$ cat config.mk
export PLATFORM = sky130hd
export DESIGN_NAME = multiport_reg_file_flat
export DESIGN_NICKNAME = d
export VERILOG_FILES = /design/src/rtl/multiport_reg_file_pkg.sv /design/src/rtl/multiport_reg_file_if.sv /design/src/rtl/multiport_reg_file_scoreboard.sv /design/src/rtl/multiport_reg_file.sv /design/src/flat_wrapper.sv
export SDC_FILE = /design/constraint.sdc
export NUM_CORES = 2
export LEC_CHECK = 0
export BUFFER_PORTS_ARGS = -buffer_cell sky130_fd_sc_hd__clkbuf_2
export CORE_MARGIN = 2
export CORE_UTILIZATION = 39
export DETAILED_ROUTE_END_ITERATION = 8
export PLACE_DENSITY = 0.57
export SLEW_MARGIN = 20
export SYNTH_ARGS = -nofsm -noshare
export SYNTH_HDL_FRONTEND = slang
export SYNTH_HIERARCHICAL = 1
export SYNTH_SLANG_ARGS = --single-unit
$ cat constraint.sdc
create_clock -name Clk -period 74.8 [get_ports Clk]
set_input_delay 7.48 -clock Clk [delete_from_list [all_inputs] [get_ports Clk]]
set_output_delay 7.48 -clock Clk [all_outputs]
set_load 0.02 [all_outputs]
$ cat src/rtl/multiport_reg_file_pkg.sv
// Shared types and defaults for the multiport register file.
// Used by the storage top, its busy scoreboard and the bus interface.
package rf_pkg;

    localparam int RF_DATA_W = 32;
    localparam int RF_ADDR_W = 5;

    typedef logic [RF_DATA_W-1:0] rf_data_t;
    typedef logic [RF_ADDR_W-1:0] rf_addr_t;

    function automatic int rfDepth(input int addrW);
        return 1 << addrW;
    endfunction

endpackage

$ cat src/rtl/multiport_reg_file_if.sv
// Decode/writeback side bus of the register file: read, write and reserve.
// master = issue/writeback logic, slave = register file.
interface multiport_reg_file_if #(
    parameter int DATA_W = 32,
    parameter int ADDR_W = 5,
    parameter int NUM_RD = 2,
    parameter int NUM_WR = 2
);
    logic [NUM_RD*ADDR_W-1:0] RdAddr;
    logic [NUM_RD*DATA_W-1:0] RdData;
    logic [NUM_RD-1:0]        RdBusy;
    logic [NUM_WR-1:0]        WrEn;
    logic [NUM_WR*ADDR_W-1:0] WrAddr;
    logic [NUM_WR*DATA_W-1:0] WrData;
    logic                     ResvEn;
    logic [ADDR_W-1:0]        ResvAddr;
    logic                     WrConflict;

    modport master (
        output RdAddr, WrEn, WrAddr, WrData, ResvEn, ResvAddr,
        input  RdData, RdBusy, WrConflict
    );

    modport slave (
        input  RdAddr, WrEn, WrAddr, WrData, ResvEn, ResvAddr,
        output RdData, RdBusy, WrConflict
    );

endinterface

$ cat src/rtl/multiport_reg_file_scoreboard.sv
// Per-register busy bits: reserve sets, writeback clears, reserve wins a tie.
// Provides the raw busy bit of every read port's addressed register.
module rf_scoreboard
    import rf_pkg::*;
#(
    parameter int ADDR_W   = RF_ADDR_W,
    parameter int NUM_RD   = 2,
    parameter int NUM_WR   = 2,
    parameter int ZERO_REG = 1
) (
    input  logic                     Clk,
    input  logic                     Rst,
    input  logic [NUM_WR-1:0]        clrEn,
    input  logic [NUM_WR*ADDR_W-1:0] clrAddr,
    input  logic                     resvEn,
    input  logic [ADDR_W-1:0]        resvAddr,
    input  logic [NUM_RD*ADDR_W-1:0] rdAddr,
    output logic [NUM_RD-1:0]        rdBusy
);

    localparam int DEPTH = rfDepth(ADDR_W);

    logic [DEPTH-1:0] busy;
    logic             resvEff;

    // Reserving the hardwired zero register has no effect.
    always_comb begin
        resvEff = resvEn && !(ZERO_REG != 0 && resvAddr == '0);
    end

    // Clears first, then the reserve, so a new producer supersedes the old one.
    always_ff @(posedge Clk or posedge Rst) begin
        if (Rst) begin
            busy <= '0;
        end else begin
            for (int w = 0; w < NUM_WR; w++) begin
                if (clrEn[w]) begin
                    busy[clrAddr[w*ADDR_W +: ADDR_W]] <= 1'b0;
                end
            end
            if (resvEff) begin
                busy[resvAddr] <= 1'b1;
            end
        end
    end

    // Busy lookup for each read port.
    always_comb begin
        rdBusy = '0;
        for (int p = 0; p < NUM_RD; p++) begin
            rdBusy[p] = busy[rdAddr[p*ADDR_W +: ADDR_W]];
        end
    end

endmodule

$ cat src/rtl/multiport_reg_file.sv
// Multiport register file with busy scoreboard and write-conflict flag.
// Optional RF_BYPASS_EN forwards same-cycle write data to the read ports.
module multiport_reg_file
    import rf_pkg::*;
#(
    parameter int DATA_W   = RF_DATA_W,
    parameter int ADDR_W   = RF_ADDR_W,
    parameter int NUM_RD   = 2,
    parameter int NUM_WR   = 2,
    parameter int ZERO_REG = 1
) (
    input logic Clk,
    input logic Rst,
    multiport_reg_file_if.slave Bus
);

    localparam int DEPTH = rfDepth(ADDR_W);

    if (NUM_RD < 1 || NUM_RD > 4) begin : gBadRd
        $error("NUM_RD must be 1..4");
    end
    if (NUM_WR < 1 || NUM_WR > 2) begin : gBadWr
        $error("NUM_WR must be 1..2");
    end
    if (ZERO_REG != 0 && ZERO_REG != 1) begin : gBadZero
        $error("ZERO_REG must be 0 or 1");
    end

    logic [DATA_W-1:0]        regs [DEPTH];
    logic [NUM_WR-1:0]        wrEff;
    logic                     conflictNow;
    logic                     conflictQ;
    logic [NUM_RD-1:0]        sbBusy;
    logic [NUM_RD*DATA_W-1:0] rdData;
    logic [NUM_RD-1:0]        rdBusy;

    // A write is effective unless it targets the hardwired zero register.
    always_comb begin
        wrEff = '0;
        for (int w = 0; w < NUM_WR; w++) begin
            wrEff[w] = Bus.WrEn[w] && !Rst &&
                !(ZERO_REG != 0 && Bus.WrAddr[w*ADDR_W +: ADDR_W] == '0);
        end
    end

    // Two or more effective writes to one address this cycle.
    always_comb begin
        conflictNow = 1'b0;
        for (int i = 0; i < NUM_WR; i++) begin
            for (int j = i + 1; j < NUM_WR; j++) begin
                if (wrEff[i] && wrEff[j] &&
                    Bus.WrAddr[i*ADDR_W +: ADDR_W] ==
                    Bus.WrAddr[j*ADDR_W +: ADDR_W]) begin
                    conflictNow = 1'b1;
                end
            end
        end
    end

    // Storage; later ports are applied last so the highest index wins.
    always_ff @(posedge Clk or posedge Rst) begin
        if (Rst) begin
            for (int d = 0; d < DEPTH; d++) begin
                regs[d] <= '0;
            end
        end else begin
            for (int w = 0; w < NUM_WR; w++) begin
                if (wrEff[w]) begin
                    regs[Bus.WrAddr[w*ADDR_W +: ADDR_W]] <=
                        Bus.WrData[w*DATA_W +: DATA_W];
                end
            end
        end
    end

    // One-cycle conflict pulse.
    always_ff @(posedge Clk or posedge Rst) begin
        if (Rst) begin
            conflictQ <= 1'b0;
        end else begin
            conflictQ <= conflictNow;
        end
    end

    rf_scoreboard #(
        .ADDR_W   (ADDR_W),
        .NUM_RD   (NUM_RD),
        .NUM_WR   (NUM_WR),
        .ZERO_REG (ZERO_REG)
    ) uScoreboard (
        .Clk      (Clk),
        .Rst      (Rst),
        .clrEn    (wrEff),
        .clrAddr  (Bus.WrAddr),
        .resvEn   (Bus.ResvEn),
        .resvAddr (Bus.ResvAddr),
        .rdAddr   (Bus.RdAddr),
        .rdBusy   (sbBusy)
    );

    // Read muxes with optional forwarding from the write ports.
    always_comb begin
        rdData = '0;
        rdBusy = '0;
        for (int p = 0; p < NUM_RD; p++) begin
            rdData[p*DATA_W +: DATA_W] = regs[Bus.RdAddr[p*ADDR_W +: ADDR_W]];
            rdBusy[p] = sbBusy[p];
`ifdef RF_BYPASS_EN
            for (int w = 0; w < NUM_WR; w++) begin
                if (wrEff[w] && Bus.WrAddr[w*ADDR_W +: ADDR_W] ==
                    Bus.RdAddr[p*ADDR_W +: ADDR_W]) begin
                    rdData[p*DATA_W +: DATA_W] = Bus.WrData[w*DATA_W +: DATA_W];
                    rdBusy[p] = 1'b0;
                end
            end
`else
`endif
            if (ZERO_REG != 0 && Bus.RdAddr[p*ADDR_W +: ADDR_W] == '0) begin
                rdData[p*DATA_W +: DATA_W] = '0;
                rdBusy[p] = 1'b0;
            end
        end
    end

    assign Bus.RdData     = rdData;
    assign Bus.RdBusy     = rdBusy;
    assign Bus.WrConflict = conflictQ;

endmodule

$ cat src/flat_wrapper.sv
// flat-port wrapper written by rule: the top's interface ports become plain ports
module multiport_reg_file_flat import rf_pkg::*;
#(
    parameter int DATA_W   = RF_DATA_W,
    parameter int ADDR_W   = RF_ADDR_W,
    parameter int NUM_RD   = 2,
    parameter int NUM_WR   = 2,
    parameter int ZERO_REG = 1
)
  (Clk, Rst, Bus_RdAddr, Bus_WrEn, Bus_WrAddr, Bus_WrData, Bus_ResvEn, Bus_ResvAddr, Bus_RdData, Bus_RdBusy, Bus_WrConflict);
  multiport_reg_file_if #(.DATA_W(DATA_W), .ADDR_W(ADDR_W), .NUM_RD(NUM_RD), .NUM_WR(NUM_WR)) Bus_i ();
  input logic Clk;
  input logic Rst;
  input wire logic [$bits(Bus_i.RdAddr)-1:0] Bus_RdAddr;
  input wire logic [$bits(Bus_i.WrEn)-1:0] Bus_WrEn;
  input wire logic [$bits(Bus_i.WrAddr)-1:0] Bus_WrAddr;
  input wire logic [$bits(Bus_i.WrData)-1:0] Bus_WrData;
  input wire logic [$bits(Bus_i.ResvEn)-1:0] Bus_ResvEn;
  input wire logic [$bits(Bus_i.ResvAddr)-1:0] Bus_ResvAddr;
  output wire logic [$bits(Bus_i.RdData)-1:0] Bus_RdData;
  output wire logic [$bits(Bus_i.RdBusy)-1:0] Bus_RdBusy;
  output wire logic [$bits(Bus_i.WrConflict)-1:0] Bus_WrConflict;
  assign Bus_i.RdAddr = Bus_RdAddr;
  assign Bus_i.WrEn = Bus_WrEn;
  assign Bus_i.WrAddr = Bus_WrAddr;
  assign Bus_i.WrData = Bus_WrData;
  assign Bus_i.ResvEn = Bus_ResvEn;
  assign Bus_i.ResvAddr = Bus_ResvAddr;
  assign Bus_RdData = Bus_i.RdData;
  assign Bus_RdBusy = Bus_i.RdBusy;
  assign Bus_WrConflict = Bus_i.WrConflict;
  multiport_reg_file #(.DATA_W(DATA_W), .ADDR_W(ADDR_W), .NUM_RD(NUM_RD), .NUM_WR(NUM_WR), .ZERO_REG(ZERO_REG)) u_core (.Clk(Clk), .Rst(Rst), .Bus(Bus_i));
endmodule
# --- Yosys cells after proc, flatten, opt, wreduce, memory -nomap -nowiden ---
# Index checks and enable logic that the tools add are counted.
word_totals:
  regBits: 1057
  input_bits: 94
  out_inout_bits: 67
  elab_cells: 111
classes:
  n_bitwise: 9
  magnitude_cmp: 14
  mux: 32
  eq_ne: 1
  reduce_logical: 21
op_table:
  columns: ["op", "count"]
  rows:
  - ["$bwmux W1024", 2]
  - ["$mux W1024", 2]
  - ["$mux W32", 11]
  - ["$bmux W32 S5", 2]
  - ["$demux W32 S5", 2]
  - ["$and A32 B32 Y32", 2]
  - ["$not A32 Y32", 2]
  - ["$or A32 B32 Y32", 1]
  - ["$lt A5 B6 Y1 const B", 5]
  - ["$logic_not A5 Y1", 5]
  - ["$ge A6 B6 Y1 const B", 4]
  - ["$not A5 Y6", 4]
  - ["$demux W1 S5", 3]
  - ["$ge A5 B1 Y1 const B", 3]
  - ["$logic_and A1 B1 Y1", 12]
  - ["$lt A6 B1 Y1 const B", 2]
  - ["$bmux W1 S5", 2]
  - ["$mux W1", 8]
  - ["$eq A5 B5 Y1", 1]
  - ["$logic_not A1 Y1", 4]

# --- Longest topological paths before layout ---
depth:
  ltp_word: 11
  mapped_depth: 8
  ltp_nobuf: 7

# --- Cells and area by module ---
# Netlist, hierarchy kept.
by_module_without_submodules:
  columns: ["mod", "instances", "area_each_um2", "seq_area_each_um2", "cells_each"]
  rows:
  - ["multiport_reg_file", 1, 64018.9, 25649.6, 5972]
  - ["rf_scoreboard", 1, 2361.0, 800.8, 260]

# --- Worst setup path after synthesis ---
# No wires, ideal clock.
synth_timing:
  path_kind: "input to register"
  from: "input Rst"
  to: "register u_core.uScoreboard.busy[16]"
  setup_ps: 121
  n_path_buf: 1
  cell_stages: 6
  required_ps: 74679
  setup_slack_ps: 42609
  t_arrival_ps: 32070
  cell_sequence: "clkbuf_2 -> inv_1 -> o311a_1 -> nor3b_2 -> a22oi_1 -> a22o_1"
synth_between:
  word_cells_on_any_way: 10
  cone_classes: "mux: 3; bitwise: 2; reduce/logical: 5"
synth_lines:
  columns: ["element", "line", "source"]
  rows:
  - ["from (decl)", "flat_wrapper.sv:13", "input logic Rst;"]
  - ["$logic_not A1 Y1 *", "multiport_reg_file.sv:41", "wrEff[w] = Bus.WrEn[w] && !Rst &&"]
  - ["$logic_and A1 B1 Y1 * (2 in a row)", "multiport_reg_file.sv:41", null]
  - ["named net u_core.wrEff[1]", "multiport_reg_file.sv:30", "logic [NUM_WR-1:0] wrEff;"]
  - ["$mux W32 *", "multiport_reg_file_scoreboard.sv:37", "if (clrEn[w]) begin"]
  - ["$or A32 B32 Y32 (no line)", null, null]
  - ["$mux W32 *", "multiport_reg_file_scoreboard.sv:41", "if (resvEff) begin"]
  - ["to (signal assigned)", "multiport_reg_file_scoreboard.sv:34", "busy <= '0;"]
  - ["to (signal, indexed assignment)", "multiport_reg_file_scoreboard.sv:38", "busy[clrAddr[w*ADDR_W +: ADDR_W]] <= 1'b0;"]
  - ["to (signal, indexed assignment)", "multiport_reg_file_scoreboard.sv:42", "busy[resvAddr] <= 1'b1;"]
  - ["to (decl)", "multiport_reg_file_scoreboard.sv:23", "logic [DEPTH-1:0] busy;"]
# The timed path passes the listed nets; every way through them passes the cells marked *.

# --- Final worst setup path ---
layout_timing:
  from: "input Bus_RdAddr[7]"
  to: "output Bus_RdData[41]"
layout_between:
  elab_chain_cells: 5
  word_cells_on_any_way: 6
  cone_classes: "mux: 4; bitwise: 1; reduce/logical: 1"
layout_lines:
  columns: ["element", "line", "source"]
  rows:
  - ["from (decl)", "flat_wrapper.sv:14", "input wire logic [$bits(Bus_i.RdAddr)-1:0] Bus_RdAddr;"]
  - ["$not A5 Y6 (not written as such)", "multiport_reg_file.sv:106", "rdData[p*DATA_W +: DATA_W] = regs[Bus.RdAddr[p*ADDR_W +: ADDR_W]];"]
  - ["$bmux W32 S5", "multiport_reg_file.sv:106", null]
  - ["$mux W32 (not written as such) (2 in a row)", "multiport_reg_file.sv:106", null]
  - ["$mux W32 *", "multiport_reg_file.sv:118", "if (ZERO_REG != 0 && Bus.RdAddr[p*ADDR_W +: ADDR_W] == '0) begin"]
  - ["to (decl)", "flat_wrapper.sv:20", "output wire logic [$bits(Bus_i.RdData)-1:0] Bus_RdData;"]
# Every way passes the cells marked *; elsewhere a longest branch is shown, timed or not. The select of a mux whose other input is x is not followed.

==> results.md <==
* Vias at 53,521
* Iteration-0 DRC count of the detailed router at 7,432
* Mapped cell area at 66,400 um^2
* Critical path required time at 67.32 ns
* Max Cap Viol at 0
* CTS tree: done
* Dpl cell area at 67,700 um^2
* Via/cell ratio at 6.53
* Rows at 151
* Largest net degree at the start of global routing at 153
* Final antenna-violating net count at 0
* Fraction of layout cells with a size suffix above 1 at 18.1%
* PortBufs at 160
* Max-slew headroom at 17.9%
* Detailed Route WL at 270 mm
* Pwr dens at 26.0 nW/um^2
* Clock Path Buffers at 3
* Lkg Pwr at 31.2 nW
* Clock Root Buffer: clkbuf_16
* Starting Density at 39.2%
* Antenna violations before repair at 26
* Worst path slowest cell: buf_4
* Post-synth EDFFs at 0
* Final Hold Viols at 0
* Fin crit period at 19.76 ns
* Mapped Avg Cell Area at 10.7 um^2
* First-pass GRT wire length at 385 mm
* Htree depth at 3
* Post-route DRC violation count at 0
* Post-DR wirelength/cell at 33.0 um
* Worst Path Arrival at 12.28 ns
* Final setup vio count at 0
* Final period util at 26.4%
* CP Class: in -> out
* Number of synthesis warnings at 6
* DRT Pass-1 Iters at 9
* CP delay by family, top: buffers and inverters
* Syn_nets at 6,326
* Element type at the critical path end: primary output
* Unique cell type count in the Yosys netlist at 59
* Chip Height at 417 um
* RSZ-0062 raised after global routing: false
* Seq/Total Area, Yosys at 39.8%
* Worst Clk Skew at 0 ns
* Filler cells at 15,885
* Design Area, Final at 71,800 um^2
* GRT Residual Overflow at 0
* Hold-fix buffers, CTS at 0
* Max Slew Vio Count at 0
* Placed wire-length estimate at 146 mm
* Total track usage at 30.5%
* Core Area at 169,000 um^2
* Post-synth top cells: mux2i_1 (1,152), dfrtp_1 (1,057), o21ai_0 (596), nand2_1 (582), nor2_1 (535)
* CP max FO at 114
* Worst Path Buf+Inv at 5
* Number of top-level pins at 161
* Total CTS buffers at 118
* # resized after CTS at 0
* GP Congestion at 0.860
* Fmax at 0.0506 GHz
* Most frequent cell after synthesis: mux2i_1
* Status: completed
* Hold Path Class: reg -> reg
* Area delta synth->final at 8.18%
* Die Span X at 417 um
* Die area at 174,000 um^2
* # clock sinks at 1,057
* Fin nets at 5,969
* Synth Flop Type: dfrtp_1
* Post-CTS setup buffer count at 0
* Flops & latches, synth at 1,057
* Later-pin clock latency in the skew report at 0.75 ns
* Vias in the first global route at 50,391
* Cell Chain, Critical Path: buf_8 > buf_4 > buf_12 > buf_4 > mux4_2 > mux2_2 > o21ai_0 > a311oi_1 > clkbuf_2
* Yosys top cell area share at 39.8%
* Yosys top cell by area: dfrtp_1
* CP dominant cell by count: buf_4
* Asr flop ratio synth at 100%
* Synth top area cells: dfrtp_1 (40%), mux2i_1 (17%), mux4_2 (15%)
* Slowest Stage Delay on Critical Path at 0.86 ns
* Worst-path clk slew at 0.06 ns
* Max VDD drop at 0.0000207 V
* Worst setup SP type: input pin
* Syn Inst Count at 6,232
* Worst-margin pin slew at 1.23 ns
* Setup TNS Final at 0 ns
layout by cell type (no fill, tap or decap), drive strengths merged, types with 11 or more instances in the layout:
cell type	count
a211oi	66
a21oi	522
a221oi	45
a22o	15
a22oi	91
a311oi	64
buf	118
bufinv	11
clkbuf	321
clkinv	25
dfrtp	1057
mux2	64
mux2i	1152
mux4	448
nand2	586
nand3	14
nor2	559
nor2b	71
nor3b	15
o2111ai	19
o21ai	605
area by class of cell:
cell class                      instances  area [um^2]  share of cell area, %
Inverter                                4         27.5                 0.0383
Tap cell                             2218         2780                   3.86
Clock inverter                         47          594                  0.828
Antenna cell                            5         12.5                 0.0174
Clock buffer                          169         3430                   4.78
Multi-Input combinational cell       4424        36700                   51.1
Sequential cell                      1057        26500                   36.8
Timing Repair Buffer                  270         1820                   2.53
per-stage QoR:
step	hold WS, ns	cells	total power, mW	utilization [%]	worst slack [ns]
floorplan	0.441	6232	1.12	-	38.27
global placement	0.376	7967	1.23	39.9	55.22
detailed placement	0.384	7971	1.25	40.0	55.30
CTS	0.398	8187	1.86	42.4	55.29
global route	0.409	8192	1.94	42.4	55.07
finish	0.395	8194	1.87	42.4	55.04
path summary, 6_finish.rpt:
| path | cells past startpoint | start | end | slack, ns |
|---|---|---|---|---|
| worst max register to register | 2 | u_core/regs[449]$_DFF_PP0_ | u_core/regs[449]$_DFF_PP0_ | 73.94 |
| worst min-delay path | 0 | u_core/regs[994]$_DFF_PP0_ | u_core/regs[994]$_DFF_PP0_ | 0.39 |
| worst max-delay path | 9 | Bus_RdAddr[7] | Bus_RdData[41] | 55.04 |
| max in group asynchronous | 5 | Rst | u_core/regs[1009]$_DFF_PP0_ | 64.33 |
| min in group asynchronous | 3 | Rst | u_core/uScoreboard/busy[24]$_DFF_PP0_ | 7.17 |
| worst min register to register | 0 | u_core/regs[994]$_DFF_PP0_ | u_core/regs[994]$_DFF_PP0_ | 0.39 |
per-layer routing:
layer / share of wire [%] / GRT usage, % / vias up
met5: 0.048 / 0 / -
met4: 5.2 / 14.0 / 16
met3: 11 / 7.23 / 686
met2: 43 / 44.8 / 3423
met1: 40 / 42.5 / 27274
li1: - / - / 22122
registers in the layout, indices dropped and copies added (netlist names):
signal	cells
u_core/regs	1024
u_core/Bus.WrConflict	1
u_core/uScoreboard/busy	32
cells by family (layout without fill, tap and decap cells):
kind of cell / count (synthesis) / after routing / synth area share, %
other: 0 / 5 / 0
XOR/XNOR: 4 / 4 / 0.0528
flip-flops: 1057 / 1057 / 39.8
buffers and inverters: 751 / 490 / 5.63
AO/OA/AOI/OAI: 1436 / 1436 / 12.3
AND/OR/NAND/NOR: 1320 / 1320 / 8.54
multiplexers: 1664 / 1664 / 33.7
power breakdown:
part           total, mW  switching, mW  internal [mW]
logic              0.431          0.208          0.223
registers          0.819          0.113          0.707
clock network      0.619          0.263          0.356
total               1.87          0.584           1.29
worst register-to-register path, cell delays in order (launching register included):
cell,delay [ns]
dfrtp_1,0.41
mux2i_1,0.14
o21ai_0,0.13
Power figures use the tool's default switching activity.
